$ cat src/rtl/syx_write_parser_pkg.sv
// Shared definitions for the SysEx parameter-write parser: parser states,
// MIDI byte constants and the write record handed to the pulse generator.
package syx_write_parser_pkg;

    typedef enum logic [2:0] {
        S_IDLE,
        S_ID,
        S_BANK,
        S_ADR,
        S_DHI,
        S_DLO,
        S_WAIT_EOX
    } state_t;

    localparam logic [7:0] MIDI_SOX     = 8'hF0;
    localparam logic [7:0] MIDI_EOX     = 8'hF7;
    localparam logic [7:0] MIDI_RT_BASE = 8'hF8;
    localparam logic [7:0] NUM_BANKS    = 8'd6;

    typedef struct packed {
        logic [2:0] bank;
        logic [6:0] adr;
        logic [7:0] data;
    } write_t;

endpackage

$ cat src/rtl/syx_write_parser_pulse_gen.sv
// syx_pulse_gen: stretches each completed write into a PULSE_LEN-cycle strobe
// and holds at most one overlapping write until the strobe has been low a cycle.
module syx_pulse_gen
    import syx_write_parser_pkg::*;
#(
    parameter int PULSE_LEN = 6
) (
    input  logic   clk,
    input  logic   rst_n,
    input  logic   wr_valid,
    input  write_t wr,
    output logic   data_ready,
    output write_t cur,
    output logic   drop
);

    localparam logic [3:0] LAST_CNT = 4'(PULSE_LEN - 1);

    logic [3:0] cnt;
    logic       pend_valid;
    write_t     pend;

    assign drop = wr_valid && data_ready && pend_valid;

    // NOTE: every register here resets asynchronously and updates with <= only,
    // so a reset mid-pulse kills data_ready and the pending entry at once.
    always_ff @(posedge clk or negedge rst_n) begin
        if (!rst_n) begin
            data_ready <= 1'b0;
            cnt        <= '0;
            pend_valid <= 1'b0;
            pend       <= '0;
            cur        <= '0;
        end else if (data_ready) begin
            if (cnt == 4'd0) data_ready <= 1'b0;
            else             cnt        <= cnt - 4'd1;
            if (wr_valid && !pend_valid) begin
                pend       <= wr;
                pend_valid <= 1'b1;
            end
        end else if (pend_valid) begin
            // First low cycle after a pulse: launch the held write.
            data_ready <= 1'b1;
            cnt        <= LAST_CNT;
            cur        <= pend;
            if (wr_valid) pend       <= wr;
            else          pend_valid <= 1'b0;
        end else if (wr_valid) begin
            data_ready <= 1'b1;
            cnt        <= LAST_CNT;
            cur        <= wr;
        end
    end

endmodule

$ cat src/rtl/syx_write_parser.sv
// SysEx parameter-write parser: F0 <id> <bank> <adr> <hi> <lo> ... F7.
// Define SYX_AUTOINC_EN to accept further hi/lo pairs at consecutive addresses.
module syx_write_parser
    import syx_write_parser_pkg::*;
#(
    parameter logic [7:0] SYX_ID    = 8'h7D,
    parameter int         PULSE_LEN = 6
) (
    input  logic       CLOCK_25,
    input  logic       reset_reg_N,
    input  logic [7:0] midi_byte,
    input  logic       midi_byte_rdy,
    output logic [2:0] bank_adr,
    output logic [6:0] adr,
    output logic [7:0] out_data,
    output logic       data_ready,
    output logic       busy,
    output logic       syx_err
);

    state_t     state;
    logic [2:0] bank;
    logic [6:0] wr_adr;
    logic       val_hi;
    logic       wr_valid;
    logic       wr_drop;
    write_t     wr;
    write_t     cur;

    // The write leaves in the DLO strobe cycle so the strobe rises one cycle later.
    assign wr_valid = midi_byte_rdy && (state == S_DLO) && !midi_byte[7];
    assign wr       = {bank, wr_adr, val_hi, midi_byte[6:0]};

    always_ff @(posedge CLOCK_25 or negedge reset_reg_N) begin
        if (!reset_reg_N) begin
            state   <= S_IDLE;
            busy    <= 1'b0;
            syx_err <= 1'b0;
            bank    <= '0;
            wr_adr  <= '0;
            val_hi  <= 1'b0;
        end else begin
            if (midi_byte_rdy) begin
                if (midi_byte >= MIDI_RT_BASE) begin
                    // real-time bytes pass through without touching the parse
                end else if (midi_byte == MIDI_SOX) begin
                    state   <= S_ID;
                    busy    <= 1'b1;
                    syx_err <= 1'b0;
                end else if (state == S_IDLE) begin
                    // outside a message everything but F0 is ignored
                end else if (midi_byte == MIDI_EOX) begin
                    state <= S_IDLE;
                    busy  <= 1'b0;
                end else if (midi_byte[7]) begin
                    state   <= S_IDLE;
                    busy    <= 1'b0;
                    syx_err <= 1'b1;
                end else begin
                    case (state)
                        S_ID: state <= (midi_byte == SYX_ID) ? S_BANK : S_WAIT_EOX;
                        S_BANK: begin
                            if (midi_byte < NUM_BANKS) begin
                                bank  <= midi_byte[2:0];
                                state <= S_ADR;
                            end else begin
                                state   <= S_WAIT_EOX;
                                syx_err <= 1'b1;
                            end
                        end
                        S_ADR: begin
                            wr_adr <= midi_byte[6:0];
                            state  <= S_DHI;
                        end
                        S_DHI: begin
                            val_hi <= midi_byte[0];
                            state  <= S_DLO;
                        end
                        S_DLO: begin
`ifdef SYX_AUTOINC_EN
                            wr_adr <= wr_adr + 7'd1;
                            state  <= S_DHI;
`else
                            state  <= S_WAIT_EOX;
`endif
                        end
                        default: state <= state;
                    endcase
                end
            end
            if (wr_drop) syx_err <= 1'b1;
        end
    end

    syx_pulse_gen #(
        .PULSE_LEN(PULSE_LEN)
    ) u_pulse_gen (
        .clk       (CLOCK_25),
        .rst_n     (reset_reg_N),
        .wr_valid  (wr_valid),
        .wr        (wr),
        .data_ready(data_ready),
        .cur       (cur),
        .drop      (wr_drop)
    );

    assign bank_adr = cur.bank;
    assign adr      = cur.adr;
    assign out_data = cur.data;

endmodule

$ cat config.mk
export PLATFORM = sky130hd
export DESIGN_NAME = syx_write_parser
export DESIGN_NICKNAME = d
export VERILOG_FILES = /design/src/rtl/syx_write_parser_pkg.sv /design/src/rtl/syx_write_parser_pulse_gen.sv /design/src/rtl/syx_write_parser.sv
export SDC_FILE = /design/constraint.sdc
export NUM_CORES = 1
export LEC_CHECK = 0
export ABC_CLOCK_PERIOD_IN_PS = 5800
export BUFFER_PORTS_ARGS = -buffer_cell sky130_fd_sc_hd__buf_2
export CORE_ASPECT_RATIO = 1.5
export CORE_MARGIN = 2
export CORE_UTILIZATION = 45
export CTS_CLUSTER_SIZE = 25
export DETAILED_ROUTE_END_ITERATION = 6
export PLACE_DENSITY = 0.74
export SLEW_MARGIN = 25
export SYNTH_ARGS = -nofsm -noshare
export SYNTH_HDL_FRONTEND = slang
export SYNTH_SLANG_ARGS = --single-unit
$ cat constraint.sdc
create_clock -name CLOCK_25 -period 5.8 [get_ports CLOCK_25]
set_clock_uncertainty 0.2 [all_clocks]
set_input_delay 0.58 -clock CLOCK_25 [delete_from_list [all_inputs] [get_ports CLOCK_25]]
set_output_delay 0.58 -clock CLOCK_25 [all_outputs]
set_load 0.01 [all_outputs]
==> impl_metrics.py, run 1 <==
metrics = {
    "worst_setup_path": {
        "worst-setup-path-type": "reg2reg",
        "reg2reg_slack_ns": 3.49,
        "cp-end-kind": "flip-flop",
        "critPathMaxFanout": 11,
        "timing.rr.start": "state[1]",
        "worstPathArrival_ns": 2.33,
        "start_kind": "flip-flop",
        "reg2regPathDepth": 5,
        "required_ns": 5.83,
        "regToRegEndpoint": "state[0]",
    },
    "synth": {
        "post-synth-top-area-fraction": 0.5309,
        "post-synth-top-count-cell": "dfrtp_1",
        "synthesis.nets": 245,
        "ys_seq_area_frac": 0.5309,
        "synth_cells": 231,
        "async_reset_ff_frac": 1.000,
        "synth_commonest_cells": "dfrtp_1 (58), mux2_2 (27), nand2_1 (25), o21ai_0 (22), mux2i_1 (18)",
        "synth-seq-cells": 58,
        "netlist.top_cell.by_area": "dfrtp_1",
        "syn-cell-area_mm2": 0.002734,
        "synth_edf_count": 0,
        "synth_area_per_cell_um2": 11.83,
        "synth_cell_types": 47,
        "yosys-top-cells-area": "dfrtp_1 (53%), mux2_2 (11%), mux2i_1 (6.6%), o21ai_0 (4.0%), nand2_1 (3.4%)",
        "synth_ff_type": "dfrtp_1",
        "yosysWarnings": 0,
    },
    "clock_network": {
        "clk_latency_ns": 0.34,
        "cts_tree": "built",
        "ctsLongestPathBuffers": 2,
        "cts_buffers": 9,
        "htree_levels": 3,
        "clk_pin_slew_worst_paths_ns": 0.07,
        "post_cts_buffers": 0,
        "cts.sinks": 58,
        "ctsHoldBuffers": 0,
        "cts_root_buf": "clkbuf_8",
        "post_cts_resized": 0,
    },
    "routing": {
        "routed.top_layer": "met4",
        "vias": 1867,
        "wire_per_inst_um": 15.74,
        "via_per_inst": 5.507,
        "met2_length_mm": 2.723,
        "drt-pass1-iter-count": 4,
        "wl_met3_um": 203,
        "antenna_left": 0,
        "drtIter0Drc": 69,
        "wl_mm": 5.335,
        "remaining_drc_errors": 0,
        "wl_met1_mm": 2.285,
    },
    "global_routing": {
        "grt_pass1_vias": 1850,
        "grt_max_degree": 59,
        "antenna_found_initial": 0,
        "track_usage": 0.1872,
        "gr-total-overflow": 0,
        "grt_pass1_wl_mm": 9.321,
    },
    "power": {
        "power_leakage_nw": 1.486,
        "power_mw": 1.301,
        "power.density_mw_per_mm2": 413.7,
        "vdd_drop_max_v": 0.0002704,
    },
    "sta": {
        "setup_tns_ns": 0,
        "worst_pin_slew_ns": 0.7162,
        "setup_viol": 0,
        "grt_setup_unrepaired": "false",
        "relSlewSlack": 0.5225,
        "period_share": 0.3975,
        "hold_viol": 0,
        "period_needed_ns": 2.305,
        "max_freq_ghz": 0.4338,
        "maxSlewViolCount": 0,
    },
    "die": {
        "rows": 34,
        "io_pins": 32,
        "fp.dieArea_mm2": 0.006727,
        "die_h_um": 99.46,
        "die_w_um": 67.64,
        "core-area_mm2": 0.005828,
        "initial_core_util": 0.4691,
    },
    "job": {
        "max-cap-violations": 0,
    },
    "layout": {
        "syn_to_final_growth_pct": 15.06,
        "diodes": 0,
        "fillCellCount": 509,
        "final_layout_size_suffix_gt1_frac": 0.3371,
        "regArea_mm2": 0.001451,
        "final_nets": 276,
        "multiInputGateArea_mm2": 0.001184,
    },
    "placed_design": {
        "portBuffers": 31,
        "hpwl_mm": 3.643,
        "routabilityCongestion": 0.8440,
    },
    "min_path": {
        "hp-class": "in2async",
    },
    "status": {
        "status": "finished clean",
    },
}
## per-stage QoR
step	hold WS (ns)	worst slack [ns]	instance area [µm²]	util	instances
2_1_floorplan	0.08441	3.561	2734	-	231
3_3_place_gp	0.2569	3.457	2940	0.5045	323
3_5_place_dp	0.2652	3.397	2940	0.5045	323
4_1_cts	0.2026	3.547	3146	0.5397	339
5_1_grt	0.2505	3.290	3146	0.5397	339
6_report	0.1743	3.495	3146	0.5397	339
## layout by cell type, fill, tap and decap left out, types with 2 or more instances in the layout
cell	count
nor2_1	5
a21oi_1	2
mux2_2	27
nor4_1	4
nor3_1	4
buf_4	4
nand2_1	25
o31ai_1	2
clkbuf_8	11
nand3_1	2
dfrtp_1	58
inv_1	8
buf_2	31
a31oi_1	2
xnor2_1	2
mux2i_1	18
nand4_1	2
mux2_4	3
clkinvlp_4	2
ha_1	3
nand4b_1	2
o21ai_0	22
nor4_4	2
## layer usage
metal,vias to the layer above,track usage
met3,9,0.03733
met4,0,0.1130
met1,932,0.2542
met2,41,0.2730
li1,885,-
met5,-,0
## logic make-up after synthesis
group	share of synthesized area
mux	0.1936
buf+inv	0.03753
simple gates	0.1195
compound gates	0.09154
xor+xnor	0.009613
flops	0.5309
fa+ha+maj	0.01739
## worst max path at each step
stage                 startpoint             endpoint  slack, ns  depth (start not counted)
floorplan           midi_byte[7]  u_pulse_gen.pend[3]       3.56                          5
global placement    midi_byte[7]              bank[1]       3.46                          5
detailed placement  midi_byte[7]             state[0]       3.40                          6
CTS                     state[1]             state[0]       3.55                          5
global route            state[1]             state[0]       3.29                          5
finish                  state[1]             state[0]       3.49                          5
## sequential cells by signal, summed over array words and instances, names as in the netlist
signal                  count
u_pulse_gen.pend_valid      1
u_pulse_gen.cur            18
wr_adr                      7
bank                        3
u_pulse_gen.cnt             4
busy                        1
syx_err                     1
state                       3
val_hi                      1
u_pulse_gen.pend           18
u_pulse_gen.data_ready      1
## report_power, final
| group | total (mW) | switching [mW] | internal [mW] | leakage (nW) |
|---|---|---|---|---|
| registers | 0.589 | 0.0841 | 0.505 | 0.779 |
| clock network | 0.380 | 0.159 | 0.221 | 0.0986 |
| logic | 0.332 | 0.179 | 0.153 | 0.608 |
| total | 1.30 | 0.422 | 0.879 | 1.49 |
## area by class of cell
cell class / count / share of cell area
sequential: 58 / 0.4614
clock inverter: 4 / 0.01591
inverter: 8 / 0.009547
multi-input combinational: 150 / 0.3763
clock buffer: 12 / 0.04932
tap: 72 / 0.02864
timing repair buffer: 35 / 0.05887
## worst max-delay path, cell delays in order, from the launching register on
cell      delay (ns)
dfrtp_1         0.58
inv_1           0.18
ha_1            0.43
nor4_1          0.36
nor4_1          0.12
a221oi_1        0.33
Power figures use the tool's default switching activity.
==> run 2: changes to the inputs <==
ABC_CLOCK_PERIOD_IN_PS = 2100   (was 5800)
PLACE_DENSITY = 0.77   (was 0.74)
clock period = 2.1 ns   (was 5.8 ns; I/O delays follow)
==> run 2 against run 1 <==
Net effect: critical path depth fell by 1; final cell count increased by 2.7%; design area increased by 3.0%; via count up 1.5%.
==> impl_metrics.py, run 2 (synthesized netlist as in run 1, its figures left out) <==
metrics = {
    "die": {
        "rows": 34,
        "die_h_um": 99.46,
        "core-area_mm2": 0.005828,
        "initial_core_util": 0.4691,
        "io_pins": 32,
        "fp.dieArea_mm2": 0.006727,
        "die_w_um": 67.64,
    },
    "global_routing": {
        "antenna_found_initial": 0,
        "grt_pass1_vias": 1927,
        "track_usage": 0.1883,
        "grt_max_degree": 41,
        "grt_pass1_wl_mm": 9.183,
        "gr-total-overflow": 0,
    },
    "layout": {
        "fin_util": 0.5560,
        "syn_to_final_growth_pct": 18.54,
        "layout_common_cells": "dfrtp_1 (58), buf_2 (31), mux2_2 (27)",
        "final_nets": 285,
        "final_common_cell": "dfrtp_1",
        "finalInstanceArea_mm2": 0.003241,
        "reg.largest.list": "u_pulse_gen.cur x18, u_pulse_gen.pend x18, wr_adr x7",
        "diodes": 0,
        "instances_no_fill": 348,
        "final_layout_size_suffix_gt1_frac": 0.3551,
    },
    "clock_network": {
        "cts_tree": "built",
        "htree_levels": 3,
        "clk_pin_slew_worst_paths_ns": 0.07,
        "cts.sinks": 58,
        "cts_buffers": 9,
        "post_cts_resized": 0,
        "cts_root_buf": "clkbuf_8",
        "ctsLongestPathBuffers": 2,
        "clk_latency_ns": 0.33,
    },
    "routing": {
        "drtIter0Drc": 133,
        "wl_mm": 5.458,
        "remaining_drc_errors": 0,
        "antenna_left": 0,
        "drt-pass1-iter-count": 4,
        "vias": 1895,
        "via_per_inst": 5.445,
        "wire_per_inst_um": 15.68,
    },
    "worst_setup_path": {
        "critPathLaunch": "state[2]",
        "path_cells": "ha_1 > nor4_1 > nor4_1 > a221oi_1",
        "start_kind": "flip-flop",
        "timing.rr.start": "state[2]",
        "critPathMaxFanout": 10,
        "cpMostUsedCell": "nor4_1",
        "reg2reg_slack_ns": 0.13,
        "worst-setup-path-type": "reg2reg",
        "cp-end-kind": "flip-flop",
        "cpMaxStageDelayCell": "dfrtp_1",
        "max_stage_delay_ns": 0.55,
        "required_ns": 2.13,
        "worstPathArrival_ns": 2.00,
    },
    "sta": {
        "relSlewSlack": 0.6364,
        "setup_tns_ns": 0,
        "max_freq_ghz": 0.5086,
        "hold_viol": 0,
        "grt_setup_unrepaired": "false",
        "setup_viol": 0,
        "period_needed_ns": 1.966,
        "worst_pin_slew_ns": 0.5454,
        "maxSlewViolCount": 0,
        "setup_ws_ns": 0.1337,
        "whs_ns": 0.02590,
        "period_share": 0.9363,
    },
    "placed_design": {
        "place_area_mm2": 0.003025,
        "pre_cts_ws_ns": 0.1235,
        "hpwl_mm": 3.973,
        "routabilityCongestion": 0.9455,
        "portBuffers": 31,
        "place_inst": 331,
    },
    "min_path": {
        "hp-start": "midi_byte[4]",
        "hp-class": "in2reg",
    },
    "job": {
        "max-cap-violations": 0,
    },
    "power": {
        "vdd_drop_max_v": 0.0006253,
        "power_mw": 3.638,
        "power_leakage_nw": 1.540,
        "power.density_mw_per_mm2": 1123,
    },
    "status": {
        "status": "finished clean",
    },
}
[run 2: worst max-delay path, delay by kind of cell, from the launching register on]
kind / cells / cell delay [ns]
AOI/OAI and AO/OA: 1 / 0.29
adders and majority gates: 1 / 0.36
DFF: 1 / 0.55
and+or+nand+nor: 2 / 0.47
[run 2: path summary, 6_finish.rpt]
kind	cells past startpoint	end
max	4	state[0]
min	2	u_pulse_gen.pend[4]
max reg2reg	4	state[0]
min reg2reg	2	u_pulse_gen.cur[4]
max in group asynchronous	3	u_pulse_gen.pend[16]
min in group asynchronous	2	state[1]
[run 2: cell type report]
cell class | instances | area, µm²
multi-input cells | 150 | 1184
repair buffers | 44 | 280.3
clock buffers | 12 | 155.1
flip-flops and latches | 58 | 1451
clock inverters | 4 | 50.05
inverters | 8 | 30.03
fillers | 511 | 2587
well taps | 72 | 90.09
[run 2: routing by layer]
layer,vias up,GRT usage,share of wire
met1,921,0.2218,0.41
met5,-,0,0
met4,0,0.1036,0.027
li1,907,-,-
met3,12,0.04864,0.040
met2,55,0.3054,0.52
[run 2: report_power, final]
group | leakage, nW | switching [mW] | internal, mW
sequential | 0.779 | 0.213 | 1.40
clock | 0.0986 | 0.421 | 0.611
combinational | 0.662 | 0.520 | 0.478
total | 1.54 | 1.15 | 2.48
[run 2: what timing repair did]
item | 4_1_cts | 5_1_grt
hold endpoints to repair | 22 | 0
setup buffers | 0 | 0
hold buffers | 1 | 0
==> run 3: changes to the inputs <==
ABC_CLOCK_PERIOD_IN_PS = unset   (was 2100)
CORE_UTILIZATION = 52   (was 45)
PLACE_DENSITY = 0.85   (was 0.77)
==> run 3 against run 2 <==
Net effect: core utilization is 7.0 points higher; global-route usage is 1.3 points higher; critical endpoint is now bank[0]; largest power group unchanged; highest routed layer unchanged; sequential power hardly changed.
==> impl_metrics.py, run 3 (synthesized netlist as in run 1, its figures left out) <==
metrics = {
    "status": {
        "status": "finished clean",
    },
    "layout": {
        "final_nets": 281,
        "instances_no_fill": 340,
        "multiInputGateArea_mm2": 0.001190,
        "final_common_cell": "dfrtp_1",
        "fillCellCount": 449,
        "regArea_mm2": 0.001451,
        "syn_to_final_growth_pct": 17.39,
        "reg.largest.list": "u_pulse_gen.cur x18, u_pulse_gen.pend x18, wr_adr x7",
        "diodes": 0,
        "layout_common_cells": "dfrtp_1 (58), buf_2 (31), mux2_2 (27)",
        "final_layout_size_suffix_gt1_frac": 0.3529,
        "fin_util": 0.6262,
    },
    "sta": {
        "whs_ns": 0.03827,
        "hold_viol": 0,
        "relSlewSlack": 0.7055,
        "max_freq_ghz": 0.5192,
        "maxSlewViolCount": 0,
        "period_needed_ns": 1.926,
        "setup_viol": 0,
        "worst_pin_slew_ns": 0.4394,
        "setup_tns_ns": 0,
        "period_share": 0.9171,
        "grt_setup_unrepaired": "false",
    },
    "die": {
        "core-area_mm2": 0.005125,
        "die_h_um": 92.81,
        "initial_core_util": 0.5334,
        "fp.dieArea_mm2": 0.005865,
        "io_pins": 32,
        "die_w_um": 63.20,
        "rows": 32,
    },
    "routing": {
        "wl_mm": 5.129,
        "remaining_drc_errors": 0,
        "vias": 1881,
        "wire_per_inst_um": 15.09,
        "drt-pass1-iter-count": 4,
        "drtIter0Drc": 76,
        "antenna_left": 0,
        "via_per_inst": 5.532,
    },
    "placed_design": {
        "place_inst": 323,
        "portBuffers": 31,
        "routabilityCongestion": 0.8840,
        "hpwl_mm": 3.649,
    },
    "global_routing": {
        "grt_busiest_layer": "met2",
        "grt_pass1_wl_mm": 8.928,
        "antenna_found_initial": 0,
        "grt_pass1_vias": 1913,
        "gr-usage-met1": 0.2482,
        "use_met2": 0.3165,
        "gr-usage-met3": 0.04739,
        "grt_max_degree": 59,
        "gr-total-overflow": 0,
        "track_usage": 0.2010,
    },
    "min_path": {
        "hp-start": "midi_byte[6]",
        "min_to": "wr_adr[6]",
        "hold_depth": 2,
        "hp-class": "in2reg",
    },
    "worst_setup_path": {
        "reg2regPathDepth": 4,
        "regToRegEndpoint": "bank[0]",
        "timing.rr.start": "state[2]",
        "cp-end-kind": "flip-flop",
        "worst-setup-path-type": "reg2reg",
        "worstPathArrival_ns": 1.94,
        "reg2reg_slack_ns": 0.17,
        "required_ns": 2.11,
        "start_kind": "flip-flop",
        "critPathMaxFanout": 10,
    },
    "job": {
        "max-cap-violations": 0,
    },
    "clock_network": {
        "clk_pin_slew_worst_paths_ns": 0.06,
        "htree_levels": 3,
        "cts_buffers": 9,
        "cts_root_buf": "clkbuf_8",
        "ctsLongestPathBuffers": 2,
        "clk_latency_ns": 0.33,
        "cts_tree": "built",
        "cts.sinks": 58,
    },
    "power": {
        "power_leakage_nw": 1.520,
        "power.density_mw_per_mm2": 1088,
        "vdd_drop_max_v": 0.0007804,
    },
}
[run 3: cell count changes in the layout (fill, tap and decap cells not counted)]
cell | before | now
nor4_2 | 0 | 1
buf_4 | 10 | 5
clkbuf_8 | 11 | 12
clkinv_2 | 1 | 2
nor4_1 | 4 | 3
clkbuf_1 | 1 | 0
buf_12 | 2 | 3
bufinv_16 | 1 | 0
[run 3: routing by layer]
layer	part of all wire	vias to the layer above
li1	-	898
met1	0.41	908
met2	0.51	57
met3	0.053	18
met4	0.035	0
met5	0	-
[run 3: critical path: stages (launching register included)]
cell     delay (ns)
dfrtp_1        0.51
nor2_1         0.25
nand2_1        0.08
or4_4          0.46
mux2_4         0.31
[run 3: worst max path at each step]
stage	from	to	slack (ns)	depth (start not counted)
3_3_place_gp	midi_byte[7]	bank[0]	0.15	5
5_1_grt	state[2]	bank[0]	0.07	4
4_1_cts	state[2]	state[0]	0.15	4
2_1_floorplan	state[2]	u_pulse_gen.pend[3]	0.13	5
6_report	state[2]	bank[0]	0.17	4
3_5_place_dp	midi_byte[7]	bank[1]	0.10	5
[run 3: area by class of cell]
type                       count  share of cell area
tap                           68             0.02651
sequential                    58              0.4522
clock inverter                 4            0.007797
multi-input combinational    150              0.3708
timing repair buffer          40             0.08187
inverter                       8            0.009357
clock buffer                  12             0.05146
[run 3: power breakdown]
group          leakage (nW)  internal, mW  switching [mW]
clock network        0.0944         0.519           0.418
logic                 0.647         0.445           0.506
registers             0.779          1.40           0.206
total                  1.52          2.36            1.13
[run 3: timing repair]
action                                 4_1_cts  5_1_grt
setup endpoints to repair                    0        1
hold buffers                                 1        0
setup buffers                                0        0
endpoints found under the hold margin       58        0
gates resized for setup                      0        1
[run 3: metrics by stage]
step / setup slack, ns / area, µm² / total power, mW
after floorplan: 0.1308 / 2734 / 2.244
after global placement: 0.1543 / 3003 / 2.526
after detailed placement: 0.1031 / 3003 / 2.572
after CTS: 0.1533 / 3203 / 3.526
after global routing: 0.07370 / 3209 / 3.720
final: 0.1740 / 3209 / 3.491
